$ cat config.mk
export PLATFORM = sky130hd
export DESIGN_NAME = bus_dma_copy_flat
export DESIGN_NICKNAME = d
export VERILOG_FILES = /design/src/rtl/bus_dma_copy_pkg.sv /design/src/rtl/bus_dma_copy_intf.sv /design/src/rtl/bus_dma_copy.sv /design/src/flat_wrapper.sv
export SDC_FILE = /design/constraint.sdc
export NUM_CORES = 1
export LEC_CHECK = 0
export ABC_AREA = 0
export CORE_MARGIN = 8
export CORE_UTILIZATION = 56
export CTS_BUF_LIST = sky130_fd_sc_hd__clkbuf_8
export CTS_CLUSTER_DIAMETER = 60
export DETAILED_ROUTE_END_ITERATION = 6
export PLACE_DENSITY = 0.84
export SLEW_MARGIN = 20
export SYNTH_ARGS = -nofsm -noshare
export SYNTH_HDL_FRONTEND = slang
export SYNTH_SLANG_ARGS = --single-unit
$ cat constraint.sdc
create_clock -name clk -period 3.6 [get_ports clk]
set_input_delay 0.54 -clock clk [delete_from_list [all_inputs] [get_ports clk]]
set_output_delay 0.54 -clock clk [all_outputs]
set_load 0.01 [all_outputs]
$ cat src/rtl/bus_dma_copy_pkg.sv
// Shared types for the DMA copy engine and the on-chip bus it masters.
// Address and data are 8 bits; address arithmetic wraps modulo 256.
package bus_dma_copy_pkg;

   typedef logic [7:0] addr_t;
   typedef logic [7:0] rdata_t;
   typedef logic [7:0] wdata_t;

   typedef enum logic [2:0] {
      DMA_IDLE,
      DMA_WAIT_GNT,
      DMA_READ,
      DMA_READ_WAIT,
      DMA_WRITE,
      DMA_PAUSE,
      DMA_DONE
   } dma_state_t;

   function automatic addr_t addr_at(input addr_t base, input logic [7:0] idx);
      return base + idx;
   endfunction

endpackage

$ cat src/rtl/bus_dma_copy_intf.sv
// Arbitrated on-chip bus as seen by one master: request/grant plus a
// single-cycle read strobe and a single-cycle write strobe.
interface intf;
   import bus_dma_copy_pkg::*;

   logic   req;
   logic   gnt;
   addr_t  addr;
   rdata_t rdata;
   wdata_t wdata;
   logic   RE;
   logic   WE;

   modport mport (
      output req,
      output addr,
      output wdata,
      output RE,
      output WE,
      input  gnt,
      input  rdata
   );

endinterface

$ cat src/rtl/bus_dma_copy.sv
// Bus master that copies len words from src_base to dst_base, holding the bus
// for at most MAX_BURST words per grant before releasing it for one cycle.
module bus_dma_copy
   import bus_dma_copy_pkg::*;
#(
   parameter int unsigned MAX_BURST = 4
) (
   input  logic       clk,
   input  logic       reset,
   input  logic       start,
   input  addr_t      src_base,
   input  addr_t      dst_base,
   input  logic [7:0] len,
   output logic       busy,
   output logic       done,
   intf.mport         bus
);

   localparam logic [7:0] BURST_LAST = 8'(MAX_BURST - 1);

   dma_state_t state_q, state_n;
   addr_t      src_q, src_n;
   addr_t      dst_q, dst_n;
   logic [7:0] len_q, len_n;
   logic [7:0] i_q, i_n;
   logic [7:0] b_q, b_n;
   logic       req_q, req_n;
   logic       re_q, re_n;
   logic       we_q, we_n;
   addr_t      addr_q, addr_n;
   wdata_t     wdata_q, wdata_n;

   always_ff @(posedge clk or posedge reset) begin
      if (reset) begin
         state_q <= DMA_IDLE;
         src_q   <= '0;
         dst_q   <= '0;
         len_q   <= '0;
         i_q     <= '0;
         b_q     <= '0;
         req_q   <= 1'b0;
         re_q    <= 1'b0;
         we_q    <= 1'b0;
         addr_q  <= '0;
         wdata_q <= '0;
      end else begin
         state_q <= state_n;
         src_q   <= src_n;
         dst_q   <= dst_n;
         len_q   <= len_n;
         i_q     <= i_n;
         b_q     <= b_n;
         req_q   <= req_n;
         re_q    <= re_n;
         we_q    <= we_n;
         addr_q  <= addr_n;
         wdata_q <= wdata_n;
      end
   end

   // Every bus output is computed here one cycle ahead and registered above.
   always_comb begin
      state_n = state_q;
      src_n   = src_q;
      dst_n   = dst_q;
      len_n   = len_q;
      i_n     = i_q;
      b_n     = b_q;
      req_n   = req_q;
      re_n    = re_q;
      we_n    = we_q;
      addr_n  = addr_q;
      wdata_n = wdata_q;

      case (state_q)
         DMA_IDLE: begin
            if (start) begin
               if (len == 8'd0) begin
                  state_n = DMA_DONE;
               end else begin
                  src_n   = src_base;
                  dst_n   = dst_base;
                  len_n   = len;
                  i_n     = '0;
                  b_n     = '0;
                  req_n   = 1'b1;
                  state_n = DMA_WAIT_GNT;
               end
            end
         end
         DMA_WAIT_GNT: begin
            re_n = 1'b0;
            we_n = 1'b0;
            if (bus.gnt) begin
               re_n    = 1'b1;
               addr_n  = addr_at(src_q, i_q);
               state_n = DMA_READ;
            end
         end
         DMA_READ: begin
            re_n    = 1'b0;
            state_n = DMA_READ_WAIT;
         end
         DMA_READ_WAIT: begin
            wdata_n = bus.rdata;
            addr_n  = addr_at(dst_q, i_q);
            we_n    = 1'b1;
            state_n = DMA_WRITE;
         end
         DMA_WRITE: begin
            we_n = 1'b0;
            i_n  = i_q + 8'd1;
            b_n  = b_q + 8'd1;
            // Finishing the block takes priority over ending a burst.
            if (i_q == len_q - 8'd1) begin
               req_n   = 1'b0;
               state_n = DMA_DONE;
            end else if (b_q == BURST_LAST) begin
               req_n   = 1'b0;
               b_n     = '0;
               state_n = DMA_PAUSE;
            end else begin
               re_n    = 1'b1;
               addr_n  = addr_at(src_q, i_q + 8'd1);
               state_n = DMA_READ;
            end
         end
         DMA_PAUSE: begin
            req_n   = 1'b1;
            state_n = DMA_WAIT_GNT;
         end
         DMA_DONE: begin
            state_n = DMA_IDLE;
         end
         default: begin
            state_n = DMA_IDLE;
         end
      endcase
   end

   assign busy      = (state_q != DMA_IDLE);
   assign done      = (state_q == DMA_DONE);
   assign bus.req   = req_q;
   assign bus.RE    = re_q;
   assign bus.WE    = we_q;
   assign bus.addr  = addr_q;
   assign bus.wdata = wdata_q;

endmodule

$ cat src/flat_wrapper.sv
// flat-port wrapper written by rule: the top's interface ports become plain ports
module bus_dma_copy_flat import bus_dma_copy_pkg::*;
#(
   parameter int unsigned MAX_BURST = 4
)
  (clk, reset, start, src_base, dst_base, len, busy, done, bus_req, bus_addr, bus_wdata, bus_RE, bus_WE, bus_gnt, bus_rdata);
  intf bus_i ();
  input  logic clk;
  input  logic reset;
  input  logic start;
  input  addr_t src_base;
  input  addr_t dst_base;
  input  logic [7:0] len;
  output logic busy;
  output logic done;
  output wire logic [$bits(bus_i.req)-1:0] bus_req;
  output wire logic [$bits(bus_i.addr)-1:0] bus_addr;
  output wire logic [$bits(bus_i.wdata)-1:0] bus_wdata;
  output wire logic [$bits(bus_i.RE)-1:0] bus_RE;
  output wire logic [$bits(bus_i.WE)-1:0] bus_WE;
  input wire logic [$bits(bus_i.gnt)-1:0] bus_gnt;
  input wire logic [$bits(bus_i.rdata)-1:0] bus_rdata;
  assign bus_req = bus_i.req;
  assign bus_addr = bus_i.addr;
  assign bus_wdata = bus_i.wdata;
  assign bus_RE = bus_i.RE;
  assign bus_WE = bus_i.WE;
  assign bus_i.gnt = bus_gnt;
  assign bus_i.rdata = bus_rdata;
  bus_dma_copy #(.MAX_BURST(MAX_BURST)) u_core (.clk(clk), .reset(reset), .start(start), .src_base(src_base), .dst_base(dst_base), .len(len), .busy(busy), .done(done), .bus(bus_i));
endmodule
After elaboration in Yosys (flattened, before gate mapping)

Index checks and enable logic that the tools add are counted.

Equality and inequality tests: 14
Reduce and logical (&&, ||, !) cells: 15
Add/subtract/negate cells: 6
Bitwise operators: 1
Multiplexer cells: 26

Operator list:

| operator              | count |
|---|---|
| $mux W8               | 7 |
| $pmux W8 S2           | 2 |
| $add A8 B8 Y8         | 3 |
| $pmux W8 S3           | 1 |
| $pmux W3 S6           | 1 |
| $add A8 B1 Y8 const B | 2 |
| $mux W3               | 5 |
| $reduce_bool A3 Y1    | 4 |
| $ne A2 B2 Y1 const B  | 5 |
| $eq A3 B3 Y1 const B  | 3 |
| $reduce_and A3 Y1     | 3 |
| $eq A8 B2 Y1 const B  | 1 |
| $eq A8 B8 Y1          | 1 |
| $logic_not A8 Y1      | 1 |
| $reduce_and A4 Y1     | 2 |
| $sub A8 B1 Y8 const B | 1 |
| $mux W1               | 7 |
| $eq A3 B2 Y1 const B  | 2 |
| $pmux W1 S3           | 2 |
| $reduce_bool A2 Y1    | 2 |
| $eq A3 B1 Y1 const B  | 1 |
| $logic_not A3 Y1      | 1 |
| $ne A3 B1 Y1 const B  | 1 |
| $pmux W1 S2           | 1 |
| 3 further kinds       | 3 |

Input port bits: 36
Logic and storage cells: 73
Register bits: 62
Output and inout port bits: 21

Longest topological paths before layout

Word-level depth: 5
Gate-level depth with buffers: 14
Mapped depth without buffers: 12

Least setup slack after synthesis

OpenSTA, ideal clock, no wires.

Path kind: register -> register
Start: reg u_core.state_q[2]
End: reg u_core.addr_q[7] (netlist: u_core.bus.addr[7])
Slack: 0.445 ns
Buffers on the path: 3
Library setup time: 0.125 ns
Arrival time: 3.030 ns
Cell stages (with the launch flop): 14
Data required time: 3.475 ns
Period minus slack after synthesis: 3.155 ns
Cell sequence: dfrtp_1 > clkbuf_1 > or3b_2 > clkbuf_1 > clkbuf_1 > nor2_1 > xor2_1 > ha_1 > nand3_1 > o211ai_1 > o41ai_1 > xnor2_1 > a211o_1 > mux2_4

Longest elaborated chain between the ends: 3
Elaborated cells on any way between the ends: 9
Classes of those cells: eq/ne (6); mux (1); reduce/logical (2)

RTL lines:

| what                                                                       | RTL line           | text |
|---|---|---|
| start: declaration                                                         | bus_dma_copy.sv:21 | `dma_state_t state_q, state_n;` |
| start signal: assignment                                                   | bus_dma_copy.sv:47 | `state_q <= state_n;` |
| $eq A3 B3 Y1 (tied with other cells)                                       | bus_dma_copy.sv:75 | `case (state_q)` |
| $ne A2 B2 Y1 (no source line) / $reduce_bool A3 Y1 (equally long branches) | n/a                |  |
| $reduce_and A4 Y1 (no source line)                                         | n/a                |  |
| end signal: assignment                                                     | bus_dma_copy.sv:56 | `addr_q <= addr_n;` |
| end: declaration                                                           | bus_dma_copy.sv:30 | `addr_t addr_q, addr_n;` |

Several ways; a longest one is shown, not always the timed one.
A chain may end at the register's enable or synchronous reset.

Worst setup path in the final report

Start: reg u_core.state_q[0]
End: reg u_core.addr_q[7] (netlist: u_core.bus.addr[7])

Same word-level chain as after synthesis.

==> flow_summary.toml <==
[route]
vias = 3037
wl_per_cell_um = 17.59
drc = 0
via_per_inst = 5.943
first_iter_violations = 187
drt-total-wl_mm = 8.986
drt-pass1-iter-count = 5
ant_nets = 0

[yosys]
yosysWarnings = 0
synth.net_count = 424
yosysSeqAreaShare = 0.4115
synth_edf_count = 0
syn_area_um2 = 3770
syn_avg_cell_area_um2 = 10.24
synth_most_common_cell = "dfrtp_1"
synth_cells = 368
synth_area_leaders = "dfrtp_1 (41%), mux2_2 (9.9%), ha_1 (6.0%)"
ys_top_cells_by_count = "dfrtp_1 (62), mux2_2 (33), nand2_1 (25), nor2_1 (25), o21ai_0 (19)"
async_reset_ff_frac = 1.000
yosysUniqueCellTypes = 55
synth_ff_type = "dfrtp_1"
synth_top_area_cell = "dfrtp_1"
yosys_register_bits = 62
synth_top_area_share = 0.4115

[critical_path]
critPathKind = "reg -> reg"
rrSetupSlack_ns = 0.30
cp-end-kind = "flop"
crit_end = "u_core.bus.addr[7]"
critPathLaunchType = "flop"
cp.arrival_ns = 3.52
cp-startpoint = "u_core.state_q[0]"
r2r-end = "u_core.bus.addr[7]"
r2r_cells = 11
r2r_start = "u_core.state_q[0]"
crit_required_ns = 3.83
path_max_fanout = 13

[global_route]
grt_pass1_vias = 3034
grt_max_degree = 63
grt.overflow.total = 0
grt_pass1_wl_mm = 14.88
grtUsageTotal = 0.1903
antenna_found_initial = 0

[sta]
max_freq_ghz = 0.3033
hold_viol = 0
fin_crit_ns = 3.297
relSlewSlack = 0.2371
rsz0062_at_grt = "false"
worst_pin_slew_ns = 1.115
fin_skew_ns = 0.01704
fin_tns_setup_ns = 0
slew_violations = 0
min_period_over_period = 0.9158
setup_viol = 0
worst_slack_ns = 0.3031

[floorplan]
ios = 57
rows = 30
die_y_um = 98.05
die-area_um2 = 9614
fp.dieW_um = 98.05
start_util = 0.5674
core_area_um2 = 6644

[job]
max-cap-violations = 0

[final_layout]
final_cells = 511
drive_gt1_frac = 0.1671
fin_nets = 482
area_growth_pct = 23.53
n_fill_cell = 517
final_core_util = 0.7009
final_cell_area_um2 = 4657
insertedDiodeCount = 0

[place]
dp_hpwl_mm = 6.728
portBuffers = 56
gp_congestion = 0.8874
post_dp_cell_area_um2 = 4423
place_ws_ns = 0.3063
dpl.cell_count = 495

[power_and_ir_drop]
power_leakage_nw = 2.037
p_per_area_nw_per_um2 = 791.7
ir_drop_mv = 0.4723

[cts]
clockBufferDepth = 2
cts.sinks = 62
clk_latency_ns = 0.35
cts_max_level = 3
ctsResizeCount = 0
cts_hold_buf = 0
post_cts_buffers = 0
cts_root_buf = "clkbuf_8"
clkTransAtPathRegs_ns = 0.07
cts_made_buffers = 9
cts_tree = "yes"

[run_status]
status = "completed"

[worst_hold_path]
hold_class = "reg -> reg"
==> cell usage in the layout, fill, tap and decap left out, drive strengths merged, types with 11 or more instances in the layout <==
cell type and count:
a21oi 11, clkbuf 12, clkdlybuf4s50 56, dfrtp 62, ha 18, inv 15, mux2 39, nand2 25
nand3 11, nor2 25, o21ai 25, xnor2 18, xor2 12
==> sequential cells by signal (all words and copies together), names as in the netlist, 3 cells and up <==
register,cells
u_core.b_q,8
u_core.bus.addr,8
u_core.bus.wdata,8
u_core.dst_q,8
u_core.i_q,8
u_core.len_q,8
u_core.src_q,8
u_core.state_q,3
==> logic make-up after synthesis <==
group                      count (synthesis)  share of synthesized area
adders and majority gates                 20                    0.07036
xor gates and xnor gates                  30                    0.06970
DFF                                       62                     0.4116
and+or+nand+nor                          103                     0.1394
muxes                                     41                     0.1278
buffers and inverters                     32                    0.03385
AOI/OAI and AO/OA                         80                     0.1474
==> metrics by stage <==
step,hold slack [ns],power [mW]
after floorplan,0.4747,2.385
after global placement,0.4617,2.882
after detailed placement,0.4659,2.970
after CTS,0.4813,3.702
after global routing,0.5167,3.922
final,0.4744,3.687
==> worst max-delay path: stages, from the launching register on <==
cell,delay [ns]
dfrtp_1,0.50
or3b_2,0.50
inv_1,0.18
nand2_1,0.10
o21ai_0,0.19
ha_1,0.32
a21oi_1,0.21
o211ai_1,0.15
o41ai_1,0.34
xnor2_1,0.14
a211o_1,0.31
mux2_4,0.25
==> metal layers <==
layer	up-vias	part of all wire	track usage
li1	1444	-	-
met1	1464	0.44	0.2362
met2	115	0.49	0.3145
met3	14	0.059	0.04765
met4	0	0.015	0.06355
met5	-	0	0
==> worst min-delay path by stage <==
stage / start / to / slack, ns / cells past startpoint
global route: u_core.bus.req / u_core.bus.req / 0.52 / 1
CTS: u_core.bus.req / u_core.bus.req / 0.48 / 1
detailed placement: u_core.bus.req / u_core.bus.req / 0.47 / 1
global placement: u_core.bus.req / u_core.bus.req / 0.46 / 1
floorplan: u_core.b_q[0] / u_core.b_q[0] / 0.47 / 1
finish: u_core.bus.req / u_core.bus.req / 0.47 / 1
==> final cells by class <==
class | count | area [um^2] | area share
multi-input combinational | 274 | 2091 | 0.4490
inverter | 14 | 52.55 | 0.01128
clock inverter | 4 | 68.82 | 0.01478
tap | 80 | 100.1 | 0.02149
clock buffer | 12 | 165.2 | 0.03546
timing repair buffer | 65 | 628.1 | 0.1349
sequential | 62 | 1551 | 0.3332
==> power by group <==
group	total, mW	switching (mW)	internal, mW
sequential	1.21	0.234	0.978
combinational	1.76	0.815	0.943
clock	0.716	0.273	0.443
No activity file was read; power rests on OpenSTA's default activity.
